File: src/rtl/cmn_pwm_pkg.sv
// cmn_pwm_pkg: shared types and constants for the cmn_pwm command loader.
//   DUTY_WIDTH   width of every duty value
//   NUM_CH       number of PWM duty channels (three motor pairs + brake)
//   CH_*         channel indices as seen on cmd_ch
//   state_e      loader control state
//   clamp_duty   saturate a requested duty to a ceiling
package cmn_pwm_pkg;

  localparam int DUTY_WIDTH = 10;
  localparam int NUM_CH     = 4;

  localparam logic [1:0] CH_MOT01 = 2'd0;
  localparam logic [1:0] CH_MOT23 = 2'd1;
  localparam logic [1:0] CH_MOT45 = 2'd2;
  localparam logic [1:0] CH_BRK   = 2'd3;

  typedef logic [DUTY_WIDTH-1:0] duty_t;

  typedef enum logic [1:0] {
    IDLE = 2'd0,
    RUN  = 2'd1,
    TRIP = 2'd2
  } state_e;

  function automatic duty_t clamp_duty(input duty_t d, input duty_t mx);
    return (d > mx) ? mx : d;
  endfunction

endpackage

File: src/rtl/cmn_pwm_cmd_loader_if.sv
// cmn_pwm_cmd_loader_if: host -> loader duty command channel.
//   cmd_valid   command present
//   cmd_ready   loader accepts when valid && ready
//   cmd_ch      target channel (CH_* in cmn_pwm_pkg)
//   cmd_duty    requested duty
//   cmd_commit  accepted command closes a command set
// master = host side, slave = loader side.
interface cmn_pwm_cmd_loader_if;

  logic                cmd_valid;
  logic                cmd_ready;
  logic [1:0]          cmd_ch;
  cmn_pwm_pkg::duty_t  cmd_duty;
  logic                cmd_commit;

  modport master (output cmd_valid, output cmd_ch, output cmd_duty,
                  output cmd_commit, input cmd_ready);
  modport slave  (input cmd_valid, input cmd_ch, input cmd_duty,
                  input cmd_commit, output cmd_ready);

endinterface

File: src/rtl/cmn_duty_slew.sv
// cmn_duty_slew: one slew-limited duty output.
//   clk, reset  system clock, async active-low reset
//   step_i      move one slew step toward tgt_i this cycle
//   zero_i      force the output to 0 (wins over step_i)
//   tgt_i       target duty (already clamped upstream)
//   out_o       registered duty output
// The output jumps straight to the target once it is within SLEW_STEP,
// so it never overshoots and can never wrap below 0 or above the target.
module cmn_duty_slew
  import cmn_pwm_pkg::*;
#(
  parameter int SLEW_STEP = 16
) (
  input  logic  clk,
  input  logic  reset,
  input  logic  step_i,
  input  logic  zero_i,
  input  duty_t tgt_i,
  output duty_t out_o
);

  typedef logic [DUTY_WIDTH:0] dwx_t;

  localparam dwx_t  STEP_X = dwx_t'(SLEW_STEP);
  localparam duty_t STEP   = duty_t'(SLEW_STEP);

  duty_t out_q, out_d;
  dwx_t  diff, mag;

  // one extra bit so the sign of target - out is visible
  assign diff = {1'b0, tgt_i} - {1'b0, out_q};
  assign mag  = diff[DUTY_WIDTH] ? (dwx_t'(0) - diff) : diff;

  always_comb begin
    out_d = out_q;
    if (zero_i) begin
      out_d = '0;
    end else if (step_i) begin
      if (mag <= STEP_X)          out_d = tgt_i;
      else if (diff[DUTY_WIDTH])  out_d = out_q - STEP;
      else                        out_d = out_q + STEP;
    end
  end

  always_ff @(posedge clk or negedge reset) begin
    if (!reset) out_q <= '0;
    else        out_q <= out_d;
  end

  assign out_o = out_q;

endmodule

File: src/rtl/cmn_pwm_cmd_loader.sv
// cmn_pwm_cmd_loader: shadow/commit duty loader in front of cmn_pwm.
//   clk, reset          system clock, async active-low reset
//   cmd                 host command channel (slave side)
//   start_pwm_period    1-cycle PWM period boundary strobe
//   pulse_200us         1-cycle watchdog timebase tick
//   mot_en_req          host motor enable request (level)
//   brk_en_req          host brake enable request (level)
//   mot_pwm_param01/23/45, brk_pwm_param   slewed duties to cmn_pwm
//   mot_en_in, brk_en_in                    enables to cmn_pwm
//   wdog_fault          sticky watchdog trip flag
//   clamp_evt           1-cycle pulse: an accepted duty was clamped
// Commands land in shadows; a commit marks the set pending and the whole
// set moves to the targets at the next period strobe. Outputs step toward
// targets once per period. A missing commit for WDOG_TICKS ticks trips the
// loader, which ramps everything to zero before dropping the enables.
module cmn_pwm_cmd_loader
  import cmn_pwm_pkg::*;
#(
  parameter duty_t DUTY_MAX   = 10'h3E0,
  parameter int    SLEW_STEP  = 16,
  parameter int    WDOG_TICKS = 5
) (
  input  logic                 clk,
  input  logic                 reset,
  cmn_pwm_cmd_loader_if.slave  cmd,
  input  logic                 start_pwm_period,
  input  logic                 pulse_200us,
  input  logic                 mot_en_req,
  input  logic                 brk_en_req,
  output duty_t                mot_pwm_param01,
  output duty_t                mot_pwm_param23,
  output duty_t                mot_pwm_param45,
  output duty_t                brk_pwm_param,
  output logic                 mot_en_in,
  output logic                 brk_en_in,
  output logic                 wdog_fault,
  output logic                 clamp_evt
);

  localparam int WCW = 8;

  state_e                          state_q, state_d;
  logic [NUM_CH-1:0][DUTY_WIDTH-1:0] shadow_q, shadow_d;
  logic [NUM_CH-1:0][DUTY_WIDTH-1:0] tgt_q, tgt_d;
  logic [NUM_CH-1:0][DUTY_WIDTH-1:0] duty_out;
  logic                            pending_q, pending_d;
  logic [WCW-1:0]                  wcnt_q, wcnt_d;
  logic                            mot_en_q, mot_en_d;
  logic                            brk_en_q, brk_en_d;
  logic                            fault_q, fault_d;
  logic                            clamp_q, clamp_d;
  logic                            step, zero;
  logic                            accept, any_req, all_zero, wd_hit;

  // strobe cycles refuse writes so a shadow update never races a transfer
  assign cmd.cmd_ready = !start_pwm_period && (state_q != TRIP);
  assign accept        = cmd.cmd_valid && cmd.cmd_ready;
  assign any_req       = mot_en_req || brk_en_req;
  assign all_zero      = (duty_out == '0);
  assign wd_hit        = (WDOG_TICKS > 0) && (int'(wcnt_q) >= WDOG_TICKS);

  always_comb begin
    state_d   = state_q;
    shadow_d  = shadow_q;
    tgt_d     = tgt_q;
    pending_d = pending_q;
    wcnt_d    = wcnt_q;
    mot_en_d  = mot_en_q;
    brk_en_d  = brk_en_q;
    fault_d   = fault_q;
    clamp_d   = 1'b0;
    step      = 1'b0;
    zero      = 1'b0;

    if (accept) begin
      shadow_d[cmd.cmd_ch] = clamp_duty(cmd.cmd_duty, DUTY_MAX);
      clamp_d              = (cmd.cmd_duty > DUTY_MAX);
      if (cmd.cmd_commit) pending_d = 1'b1;
    end

    unique case (state_q)
      IDLE: begin
        // shadows and pending stay live so the host can preload a set
        zero     = 1'b1;
        tgt_d    = '0;
        wcnt_d   = '0;
        mot_en_d = 1'b0;
        brk_en_d = 1'b0;
        if (any_req) begin
          state_d  = RUN;
          mot_en_d = mot_en_req;
          brk_en_d = brk_en_req;
        end
      end

      RUN: begin
        if (!any_req) begin
          state_d   = IDLE;
          zero      = 1'b1;
          tgt_d     = '0;
          pending_d = 1'b0;
          wcnt_d    = '0;
          mot_en_d  = 1'b0;
          brk_en_d  = 1'b0;
        end else begin
          mot_en_d = mot_en_req;
          brk_en_d = brk_en_req;
          step     = start_pwm_period;
          // a commit beats a coincident tick
          if (accept && cmd.cmd_commit)            wcnt_d = '0;
          else if (pulse_200us && wcnt_q != '1)    wcnt_d = wcnt_q + WCW'(1);
          // the slews see tgt_d, so a transfer steps in the same edge
          if (start_pwm_period && pending_q) begin
            tgt_d     = shadow_q;
            pending_d = 1'b0;
          end
          if (wd_hit) begin
            state_d   = TRIP;
            fault_d   = 1'b1;
            tgt_d     = '0;
            pending_d = 1'b0;
          end
        end
      end

      TRIP: begin
        tgt_d     = '0;
        pending_d = 1'b0;
        wcnt_d    = '0;
        step      = start_pwm_period;
        // enables hold through the ramp and drop once it has finished
        if (all_zero) begin
          mot_en_d = 1'b0;
          brk_en_d = 1'b0;
        end
        if (!any_req) begin
          state_d  = IDLE;
          zero     = 1'b1;
          mot_en_d = 1'b0;
          brk_en_d = 1'b0;
          fault_d  = 1'b0;
        end
      end

      default: state_d = IDLE;
    endcase
  end

  always_ff @(posedge clk or negedge reset) begin
    if (!reset) begin
      state_q   <= IDLE;
      shadow_q  <= '0;
      tgt_q     <= '0;
      pending_q <= 1'b0;
      wcnt_q    <= '0;
      mot_en_q  <= 1'b0;
      brk_en_q  <= 1'b0;
      fault_q   <= 1'b0;
      clamp_q   <= 1'b0;
    end else begin
      state_q   <= state_d;
      shadow_q  <= shadow_d;
      tgt_q     <= tgt_d;
      pending_q <= pending_d;
      wcnt_q    <= wcnt_d;
      mot_en_q  <= mot_en_d;
      brk_en_q  <= brk_en_d;
      fault_q   <= fault_d;
      clamp_q   <= clamp_d;
    end
  end

  for (genvar i = 0; i < NUM_CH; i++) begin : g_ch
    cmn_duty_slew #(.SLEW_STEP(SLEW_STEP)) u_slew (
      .clk    (clk),
      .reset  (reset),
      .step_i (step),
      .zero_i (zero),
      .tgt_i  (tgt_d[i]),
      .out_o  (duty_out[i])
    );
  end

  assign mot_pwm_param01 = duty_out[CH_MOT01];
  assign mot_pwm_param23 = duty_out[CH_MOT23];
  assign mot_pwm_param45 = duty_out[CH_MOT45];
  assign brk_pwm_param   = duty_out[CH_BRK];
  assign mot_en_in       = mot_en_q;
  assign brk_en_in       = brk_en_q;
  assign wdog_fault      = fault_q;
  assign clamp_evt       = clamp_q;

endmodule

File: src/flat_wrapper.sv
// flat-port wrapper written by rule: the top's interface ports become plain ports
module cmn_pwm_cmd_loader_flat import cmn_pwm_pkg::*;
#(
  parameter duty_t DUTY_MAX   = 10'h3E0,
  parameter int    SLEW_STEP  = 16,
  parameter int    WDOG_TICKS = 5
)
  (clk, reset, start_pwm_period, pulse_200us, mot_en_req, brk_en_req, mot_pwm_param01, mot_pwm_param23, mot_pwm_param45, brk_pwm_param, mot_en_in, brk_en_in, wdog_fault, clamp_evt, cmd_cmd_valid, cmd_cmd_ch, cmd_cmd_duty, cmd_cmd_commit, cmd_cmd_ready);
  cmn_pwm_cmd_loader_if cmd_i ();
  input  logic clk;
  input  logic reset;
  input  logic start_pwm_period;
  input  logic pulse_200us;
  input  logic mot_en_req;
  input  logic brk_en_req;
  output duty_t mot_pwm_param01;
  output duty_t mot_pwm_param23;
  output duty_t mot_pwm_param45;
  output duty_t brk_pwm_param;
  output logic mot_en_in;
  output logic brk_en_in;
  output logic wdog_fault;
  output logic clamp_evt;
  input wire logic [$bits(cmd_i.cmd_valid)-1:0] cmd_cmd_valid;
  input wire logic [$bits(cmd_i.cmd_ch)-1:0] cmd_cmd_ch;
  input wire logic [$bits(cmd_i.cmd_duty)-1:0] cmd_cmd_duty;
  input wire logic [$bits(cmd_i.cmd_commit)-1:0] cmd_cmd_commit;
  output wire logic [$bits(cmd_i.cmd_ready)-1:0] cmd_cmd_ready;
  assign cmd_i.cmd_valid = cmd_cmd_valid;
  assign cmd_i.cmd_ch = cmd_cmd_ch;
  assign cmd_i.cmd_duty = cmd_cmd_duty;
  assign cmd_i.cmd_commit = cmd_cmd_commit;
  assign cmd_cmd_ready = cmd_i.cmd_ready;
  cmn_pwm_cmd_loader #(.DUTY_MAX(DUTY_MAX), .SLEW_STEP(SLEW_STEP), .WDOG_TICKS(WDOG_TICKS)) u_core (.clk(clk), .reset(reset), .cmd(cmd_i), .start_pwm_period(start_pwm_period), .pulse_200us(pulse_200us), .mot_en_req(mot_en_req), .brk_en_req(brk_en_req), .mot_pwm_param01(mot_pwm_param01), .mot_pwm_param23(mot_pwm_param23), .mot_pwm_param45(mot_pwm_param45), .brk_pwm_param(brk_pwm_param), .mot_en_in(mot_en_in), .brk_en_in(brk_en_in), .wdog_fault(wdog_fault), .clamp_evt(clamp_evt));
endmodule
File: config.mk
export PLATFORM = sky130hd
export DESIGN_NAME = cmn_pwm_cmd_loader_flat
export DESIGN_NICKNAME = d
export VERILOG_FILES = /design/src/rtl/cmn_pwm_pkg.sv /design/src/rtl/cmn_pwm_cmd_loader_if.sv /design/src/rtl/cmn_duty_slew.sv /design/src/rtl/cmn_pwm_cmd_loader.sv /design/src/flat_wrapper.sv
export SDC_FILE = /design/constraint.sdc
export NUM_CORES = 1
export LEC_CHECK = 0
export ABC_AREA = 1
export CORE_MARGIN = 4
export CORE_UTILIZATION = 45
export DETAILED_ROUTE_END_ITERATION = 10
export DONT_BUFFER_PORTS = 1
export PLACE_DENSITY = 0.71
export SYNTH_ARGS = -nofsm -noshare
export SYNTH_HDL_FRONTEND = slang
export SYNTH_SLANG_ARGS = --single-unit
export TNS_END_PERCENT = 10
File: constraint.sdc
create_clock -name clk -period 4.9 [get_ports clk]
set_clock_uncertainty 0.15 [all_clocks]
set_input_delay 0.98 -clock clk [delete_from_list [all_inputs] [get_ports clk]]
set_output_delay 0.98 -clock clk [all_outputs]
set_load 0.02 [all_outputs]
==> results.toml, run 1 <==
[worst_setup_path]
slowest_stage = "dfrtp_1"
critPathLaunchType = "flop"
worst_path_largest_cell_delay_ns = 0.41
timing.rr.end = "u_core.g_ch[2].u_slew.out_o[9]"
critPathKind = "flop to flop"
worst_ep_arrival_time_ns = 4.71
critPathMaxFanout = 16
end_kind = "flop"
r2r_slack_ns = 0.39
crit_top_cell = "nand2_2"
reg2reg_depth = 29
r2r-start = "u_core.wcnt_q[0]"
required_ns = 5.10

[yosys]
synth_xor_area_frac = 0.02105
synth.area.mux_share = 0
yosys-top-cells-count = "467 x nand2_1, 192 x inv_1, 143 x nand3_1"
synth_edf_count = 0
synth_top_area_share = 0.3266
yosysSeqAreaShare = 0.3266
synth_top_family_by_area = "simple AND/OR/NAND/NOR gates"
synthAdderAreaFrac = 0.09653
synthCells = 1494
syn_nets = 1589
ys_types = 47
synthFlopType = "dfrtp_1"
ys_warn_count = 0
ys_ff_latch = 135
yosys-top-cells-area = "dfrtp_1 33%, nand2_1 17%, ha_1 8.1%, inv_1 7.0%, nand3_1 6.9%"
synthSimpleGateAreaFrac = 0.3672
synth_most_common_cell = "nand2_1"
synth.avg_cell_area_um2 = 6.923
synth_compound_area_frac = 0.1022
yosysTopAreaCell = "dfrtp_1"
netlist_area_mm2 = 0.01034
async_reset_ff_frac = 1.000

[sta]
finalCriticalPeriod_ns = 4.509
drv_slew = 0
hold_violations = 0
rsz0062_at_grt = "no"
fin_tns_setup_ns = 0
fin_crit_sh = 0.9202
tightest_slew_ns = 1.095
setup_viol = 0
fmax_mhz = 221.8
maxSlewHeadroom = 0.2690

[grt]
track_usage = 0.2109
grt_max_degree = 136
antenna_found_initial = 1
first_global_vias = 9111
grt_pass1_wl_um = 44790
grt_overflow = 0

[floorplanning]
initial_core_util = 0.4569
ios = 65
core_area_mm2 = 0.02264
rows = 55
die_w_um = 159.6
die_area_mm2 = 0.02548
die_y_um = 159.6

[route]
drt.antenna.violating_nets = 0
routed_via_density = 5.319
post-route-drc-count = 0
vias = 9579
drt_pass1_iterations = 6
wirelength_um = 26870
drt_iter0_drc = 646
wire_per_inst_um = 14.92

[clocking]
ctsHtreeMaxLevel = 4
clock_sinks = 135
clk_pin_slew_ns = 0.06
cts_hold_buf = 0
clkLatencyLatePin_ns = 0.42
root_buffer = "clkbuf_16"
cts_tree = "built"
cts_max_path_buffers = 2
cts_buffers = 17

[finish]
drive_gt1_frac = 0.09769
fin_cells = 1801
areaGrowthSynthToFinish_pct = 10.56
nNetsFinal = 1597

[placement]
place_hpwl_um = 20340
dp_cells = 1765
port-buffer-count = 0
globalplace.congestion = 0.8873

[run]
drv_cap = 0

[min_path]
hold_path_class = "input pin to async pin"

[outcome]
status = "finished clean"
==> worst max-delay path: cells and delay by family (launching register included) <==
kind                     cells  cell delay [ns]
AO/OA/AOI/OAI                9             1.30
AND/OR/NAND/NOR             10             0.86
flip-flops                   1             0.41
XOR/XNOR                     1             0.19
buffers and inverters        5             0.45
adder cells (fa/ha/maj)      4             1.05
==> placed cells by master (no fill, tap or decap), types with 7 or more instances in the layout <==
cell type / instances
ha_1: 65
o21a_1: 9
nand3b_1: 10
xnor2_1: 9
o21ai_1: 7
o21ai_0: 93
or2_2: 22
xor2_1: 14
a21oi_1: 51
nor2_4: 11
dfrtp_1: 135
nor3_1: 12
nand2_1: 466
nand3_1: 142
nand4_1: 24
a21oi_2: 8
nor2_1: 100
nor2_2: 8
nand2_2: 21
inv_1: 189
buf_4: 13
clkbuf_16: 18
fa_1: 7
nor4_1: 9
==> kinds of logic (layout without fill, tap and decap cells) <==
family,after synthesis,count (layout)
AO/OA/AOI/OAI,189,189
XOR/XNOR,24,24
adder cells (fa/ha/maj),75,75
buffers and inverters,230,251
flip-flops,135,135
other,0,1
AND/OR/NAND/NOR,841,841
==> what timing repair did <==
action	in CTS	in global routing
buffers inserted	0	2
gates resized for setup	0	16
endpoints found under the setup margin	0	31
==> final cells by class <==
type | instances | area (um2)
multi-input cells | 1129 | 6137
repair buffers | 17 | 182.7
well taps | 285 | 356.6
fillers | 2201 | 11200
diodes | 1 | 2.502
clock buffers | 19 | 432.9
inverters | 202 | 767.0
flip-flops and latches | 135 | 3378
clock inverters | 13 | 178.9
==> stage by stage <==
stage	hold WS (ns)	utilization	instance area (um2)	setup WS [ns]
detailed placement	0.3127	0.4734	10720	0.09364
floorplan	0.2858	-	10340	0.1265
global route	0.09362	0.5051	11440	0.006800
finish	0.1137	0.5051	11440	0.3912
CTS	0.09889	0.5004	11330	0.05869
global placement	0.3058	0.4734	10720	0.2106
==> worst max-delay path by stage <==
stage,start,to,slack (ns),cells past startpoint
finish,u_core.wcnt_q[0],u_core.g_ch[2].u_slew.out_o[9],0.39,29
global route,u_core.wcnt_q[0],u_core.g_ch[2].u_slew.out_o[9],0.007,29
CTS,u_core.wcnt_q[0],u_core.g_ch[1].u_slew.out_o[9],0.06,25
detailed placement,brk_en_req,u_core.g_ch[1].u_slew.out_o[9],0.09,23
global placement,brk_en_req,u_core.g_ch[1].u_slew.out_o[9],0.21,23
floorplan,start_pwm_period,u_core.g_ch[1].u_slew.out_o[9],0.13,24
==> per-layer routing <==
metal  vias up  share of wire  global-route usage  wire (um)
met5         -              0                   0          0
met4         0          0.015             0.05602        398
met3        40          0.054             0.03690       1456
met2       233           0.47              0.3520      12640
met1      4476           0.46              0.2845      12370
li1       4830              -                   -          -
==> registers in the layout, summed over array words and instances (netlist names), 2 cells and up <==
register	count
u_core.tgt_q	40
u_core.wcnt_q	8
u_core.shadow_q	40
u_core.state_q	2
u_core.g_ch.u_slew.out_o	40
Power of run 1 is left out: the tool's default activity adds up to more than one toggle a clock period on the data nets, which glitch-free logic cannot reach.
==> run 2: changes to the inputs <==
--- a/config.mk
+++ b/config.mk
@@ -9,8 +9,9 @@
 export CORE_MARGIN = 4
 export CORE_UTILIZATION = 45
 export DETAILED_ROUTE_END_ITERATION = 10
-export DONT_BUFFER_PORTS = 1
-export PLACE_DENSITY = 0.71
+export MAX_ROUTING_LAYER = met4
+export PLACE_DENSITY = 0.74
+export SKIP_LAST_GASP = 1
 export SYNTH_ARGS = -nofsm -noshare
 export SYNTH_HDL_FRONTEND = slang
 export SYNTH_SLANG_ARGS = --single-unit
==> run 2 against run 1 <==
  * Non-clock buffer count grew 128
  * Cell area grew 8.5%
  * Sequential share of layout area shrank 2.3 points
  * Register-to-register slack lost 0.07 ns
  * Die area is the same
  * Worst setup slack lost 0.13 ns
  * Global-route usage grew 0.87 points
  * Cell count grew 7.0%
  * Largest cell class unchanged
==> results.toml, run 2 (same netlist as run 1, synthesis figures left out) <==
[run]
drv_cap = 0

[floorplanning]
initial_core_util = 0.4569
die_y_um = 159.6
core_area_mm2 = 0.02264
ios = 65
die_w_um = 159.6
die_area_mm2 = 0.02548
rows = 55

[clocking]
cts_max_path_buffers = 2
clk_pin_slew_ns = 0.06
ctsHtreeMaxLevel = 4
root_buffer = "clkbuf_16"
cts_hold_buf = 0
cts_tree = "built"
clock_sinks = 135
clkLatencyLatePin_ns = 0.42
cts_buffers = 17

[route]
wl_met2_um = 12630
wirelength_um = 26950
highest_layer = "met4"
drt.antenna.violating_nets = 0
wire_per_inst_um = 13.99
m1WireLength_um = 12790
dr_wl_met3_um = 1085
drt_iter0_drc = 656
drt_pass1_iterations = 5
routed_via_density = 5.172
vias = 9966
post-route-drc-count = 0

[worst_setup_path]
required_ns = 5.11
critPathLaunchType = "input pin"
critPathKind = "input pin to flop"
critPathMaxFanout = 8
r2r_slack_ns = 0.32
worst_ep_arrival_time_ns = 4.85
end_kind = "flop"

[finish]
utilization = 0.5481
fillers = 2149
n_antenna_cell = 0
fin_area_mm2 = 0.01241
drive_gt1_frac = 0.1255
layout_commonest_cell = "nand2_1"
fin_cells = 1927
layout_common_cells = "466 x nand2_1, 192 x inv_1, 142 x nand3_1"
areaGrowthSynthToFinish_pct = 19.96
nNetsFinal = 1725

[sta]
rsz0062_at_grt = "yes"
setup_viol = 0
tightest_slew_ns = 1.013
hold-worst-slack_ns = 0.3160
drv_slew = 0
fin_crit_sh = 0.9472
fmax_mhz = 215.5
hold_violations = 0
maxSlewHeadroom = 0.3218
finalCriticalPeriod_ns = 4.641

[power]
intPower_mw = 4.781
p_total_mw = 9.952
sw_frac_of_total = 0.5196
clkPwrFrac = 0.118
p_per_area_mw_per_mm2 = 802.0
power_frac_comb = 0.722
irDropWorstVdd_v = 0.0008712
p_leak_nw = 6.877
p_switching_mw = 5.171
p_seq_frac = 0.159

[placement]
dp_cells = 1894
place_hpwl_um = 21040
port-buffer-count = 64
globalplace.congestion = 0.9036
placed_area_mm2 = 0.01184

[grt]
antenna_found_initial = 0
first_global_vias = 9536
grt_max_degree = 95
track_usage = 0.2196
grt_overflow = 0
grt_pass1_wl_um = 45580

[min_path]
hold_path_class = "flop to flop"

[outcome]
status = "finished clean"
run 2: path summary, 6_finish.rpt:
check	startpoint	to	cells past startpoint
max in group asynchronous	reset	u_core.tgt_q[22]	2
worst min-delay path	u_core.wcnt_q[7]	u_core.wcnt_q[7]	1
worst max-delay path	mot_en_req	u_core.g_ch[1].u_slew.out_o[9]	25
worst max register to register	u_core.wcnt_q[0]	u_core.g_ch[1].u_slew.out_o[9]	26
worst min register to register	u_core.wcnt_q[7]	u_core.wcnt_q[7]	1
min in group asynchronous	reset	u_core.tgt_q[18]	1
run 2: power by group through the flow:
stage | clock network, mW | logic (mW) | registers, mW
final | 1.18 | 7.19 | 1.59
after global routing | 1.23 | 8.13 | 1.62
after CTS | 1.19 | 7.13 | 1.58
after detailed placement | 0 | 7.08 | 1.59
after global placement | 0 | 6.91 | 1.59
after floorplan | 0 | 5.21 | 1.60
run 2: final cells by class:
class,count,area [um2],area share
Timing Repair Buffer,145,1275,0.1028
Inverter,202,763.2,0.06151
Clock buffer,20,456.7,0.03681
Clock inverter,11,82.58,0.006655
Tap cell,285,356.6,0.02874
Multi-Input combinational cell,1129,6096,0.4913
Sequential cell,135,3378,0.2723
run 2: repair_timing:
action | in CTS | in global routing
hold endpoints to repair | 0 | 0
resized for setup | 0 | 6
setup endpoints to repair | 0 | 31
setup buffers | 0 | 2
run 2: routing by layer:
layer	vias up	GRT usage
met3	36	0.02555
met2	207	0.3599
met5	-	-
met1	4639	0.2934
li1	5084	-
met4	0	0.05286
run 2: worst max-delay path, stage by stage:
cell             delay, ns
clkdlybuf4s50_1       0.49
nor2_1                0.08
inv_1                 0.08
nand3_1               0.08
buf_4                 0.19
o21ai_0               0.16
o21a_1                0.19
inv_1                 0.06
ha_1                  0.19
fa_1                  0.39
nand3b_1              0.22
nand2_2               0.12
nand2_2               0.06
nand2_2               0.07
a21oi_2               0.08
ha_1                  0.32
a21oi_1               0.13
nand2_1               0.08
a21o_1                0.16
a21oi_1               0.15
xor2_1                0.19
o21ai_0               0.09
a21oi_1               0.15
nand2_1               0.06
nand3_1               0.07
run 2: metrics by stage:
step / TNS [ns] / setup slack [ns]
5_1_grt: -0.06694 / -0.02100
4_1_cts: 0 / 0.1296
6_report: 0 / 0.2588
3_5_place_dp: -1.514 / -0.1794
3_3_place_gp: -0.1507 / -0.06975
2_1_floorplan: 0 / 0.1265
Note: power is estimated with default switching activity, not from simulation.
==> run 3: changes to the inputs <==
--- a/config.mk
+++ b/config.mk
@@ -9,6 +9,7 @@
 export CORE_MARGIN = 4
 export CORE_UTILIZATION = 45
 export DETAILED_ROUTE_END_ITERATION = 10
+export GPL_TIMING_DRIVEN = 0
 export MAX_ROUTING_LAYER = met4
 export PLACE_DENSITY = 0.74
 export SKIP_LAST_GASP = 1
==> run 3 against run 2 <==
  * Worst hold slack lost 0.0073 ns
  * Core utilization shrank 0.36 points
  * First-iteration DRC count grew 17%
  * Die area is the same
==> results.toml, run 3 (same netlist as run 1, synthesis figures left out) <==
[floorplanning]
core_area_mm2 = 0.02264
initial_core_util = 0.4569
die_y_um = 159.6
rows = 55
ios = 65
die_area_mm2 = 0.02548
die_w_um = 159.6

[sta]
fin_crit_sh = 0.9585
drv_slew = 0
maxSlewHeadroom = 0.3820
fmax_mhz = 212.9
tightest_slew_ns = 0.9230
hold_violations = 0
setup_viol = 0
finalCriticalPeriod_ns = 4.697

[worst_setup_path]
timing.rr.end = "u_core.g_ch[0].u_slew.out_o[9]"
end_kind = "flop"
r2r_slack_ns = 0.20
endpoint = "u_core.g_ch[0].u_slew.out_o[9]"
slowest_stage = "fa_1"
reg2reg_depth = 27
critPathLaunchType = "flop"
required_ns = 5.05
critPathBufInv = 7
critPathTopFamily = "compound AO/OA/AOI/OAI gates"
crit_start = "u_core.wcnt_q[0]"
critPathMaxFanout = 13
critPathKind = "flop to flop"
r2r-start = "u_core.wcnt_q[0]"
worst_path_largest_cell_delay_ns = 0.40
worst_ep_arrival_time_ns = 4.85
crit_cells = 27

[route]
post-route-drc-count = 0
wirelength_um = 28250
drt_iter0_drc = 769
wire_per_inst_um = 14.93
routed_via_density = 5.323
drt_pass1_iterations = 5
drt.antenna.violating_nets = 0
vias = 10070

[finish]
fillers = 2098
areaGrowthSynthToFinish_pct = 19.17
seqCellArea_mm2 = 0.003378
fin_cells = 1892
nNetsFinal = 1689
layout_commonest_cell = "nand2_1"
drive_gt1_frac = 0.1077
layout_common_cells = "465 x nand2_1, 190 x inv_1, 141 x nand3_1"
n_antenna_cell = 0
utilization = 0.5445
multi_input_comb_area_mm2 = 0.006205

[outcome]
status = "finished clean"

[grt]
grt_max_degree = 103
first_global_vias = 9435
grt_pass1_wl_um = 46310
grt_overflow = 0
track_usage = 0.2263
antenna_found_initial = 0

[placement]
dp_cells = 1844
place_hpwl_um = 21510
port-buffer-count = 64
globalplace.congestion = 0.9040

[clocking]
cts_buffers = 17
clk_pin_slew_ns = 0.06
cts_tree = "built"
cts_max_path_buffers = 2
clkLatencyLatePin_ns = 0.42
clock_sinks = 135
root_buffer = "clkbuf_16"
ctsHtreeMaxLevel = 4

[min_path]
hold_path_class = "input pin to async pin"

[run]
drv_cap = 0
-- run 3: changes by cell type in the layout (fill, tap and decap cells not counted), moves of 4 or more --
cell      before  now
buf_4         79   16
clkbuf_1       1   16
a21oi_1       54   45
a21oi_2        6   15
clkinv_2       9    2
clkbuf_8       2    8
clkbuf_2       0    4
ha_1          67   63
nor2_2         9    5
o21ai_0       95   91
-- run 3: cell type report --
cell class | instances | share of cell area
inverters | 202 | 0.06192
plain buffers | 28 | 0.01411
repair buffers | 81 | 0.06466
clock inverters | 7 | 0.01117
flip-flops and latches | 135 | 0.2741
multi-input cells | 1129 | 0.5034
clock buffers | 25 | 0.04182
well taps | 285 | 0.02893
-- run 3: timing repair --
action / 4_1_cts / 5_1_grt
buffers inserted: 6 / 10
setup endpoints to repair: 40 / 30
hold endpoints to repair: 0 / 0
cloned: 0 / 0
gates resized for setup: 23 / 36
pin swaps: 1 / 6
hold buffers: 0 / 0
-- run 3: how the worst min path moves through the flow --
stage                      from                             end  slack, ns
2_1_floorplan  u_core.wcnt_q[7]                u_core.wcnt_q[7]       0.29
3_3_place_gp   u_core.brk_en_in                u_core.brk_en_in       0.31
3_5_place_dp   u_core.wcnt_q[7]                u_core.wcnt_q[7]       0.31
4_1_cts                   reset  u_core.g_ch[1].u_slew.out_o[9]       0.31
5_1_grt                   reset  u_core.g_ch[1].u_slew.out_o[9]       0.32
6_report                  reset  u_core.g_ch[1].u_slew.out_o[9]       0.31
-- run 3: per-layer routing --
| layer | part of all wire | vias up | global-route usage |
|---|---|---|---|
| li1 | - | 5032 | - |
| met1 | 0.46 | 4694 | 0.3001 |
| met2 | 0.46 | 289 | 0.3636 |
| met3 | 0.056 | 57 | 0.03123 |
| met4 | 0.026 | 0 | 0.06746 |
| met5 | 0 | - | - |
-- run 3: per-stage QoR --
stage          hold WS, ns  worst slack [ns]    TNS, ns  instance area [um2]
2_1_floorplan       0.2858            0.1265          0                10340
3_3_place_gp        0.3061            -2.756    -408.13                11340
3_5_place_dp        0.3065            -1.454     -40.03                11370
4_1_cts             0.3060         -0.003517  -0.003517                12150
5_1_grt             0.3164          -0.03588    -0.1029                12330
6_report            0.3088            0.2032          0                12330
Power of run 3 is left out for the same reason.
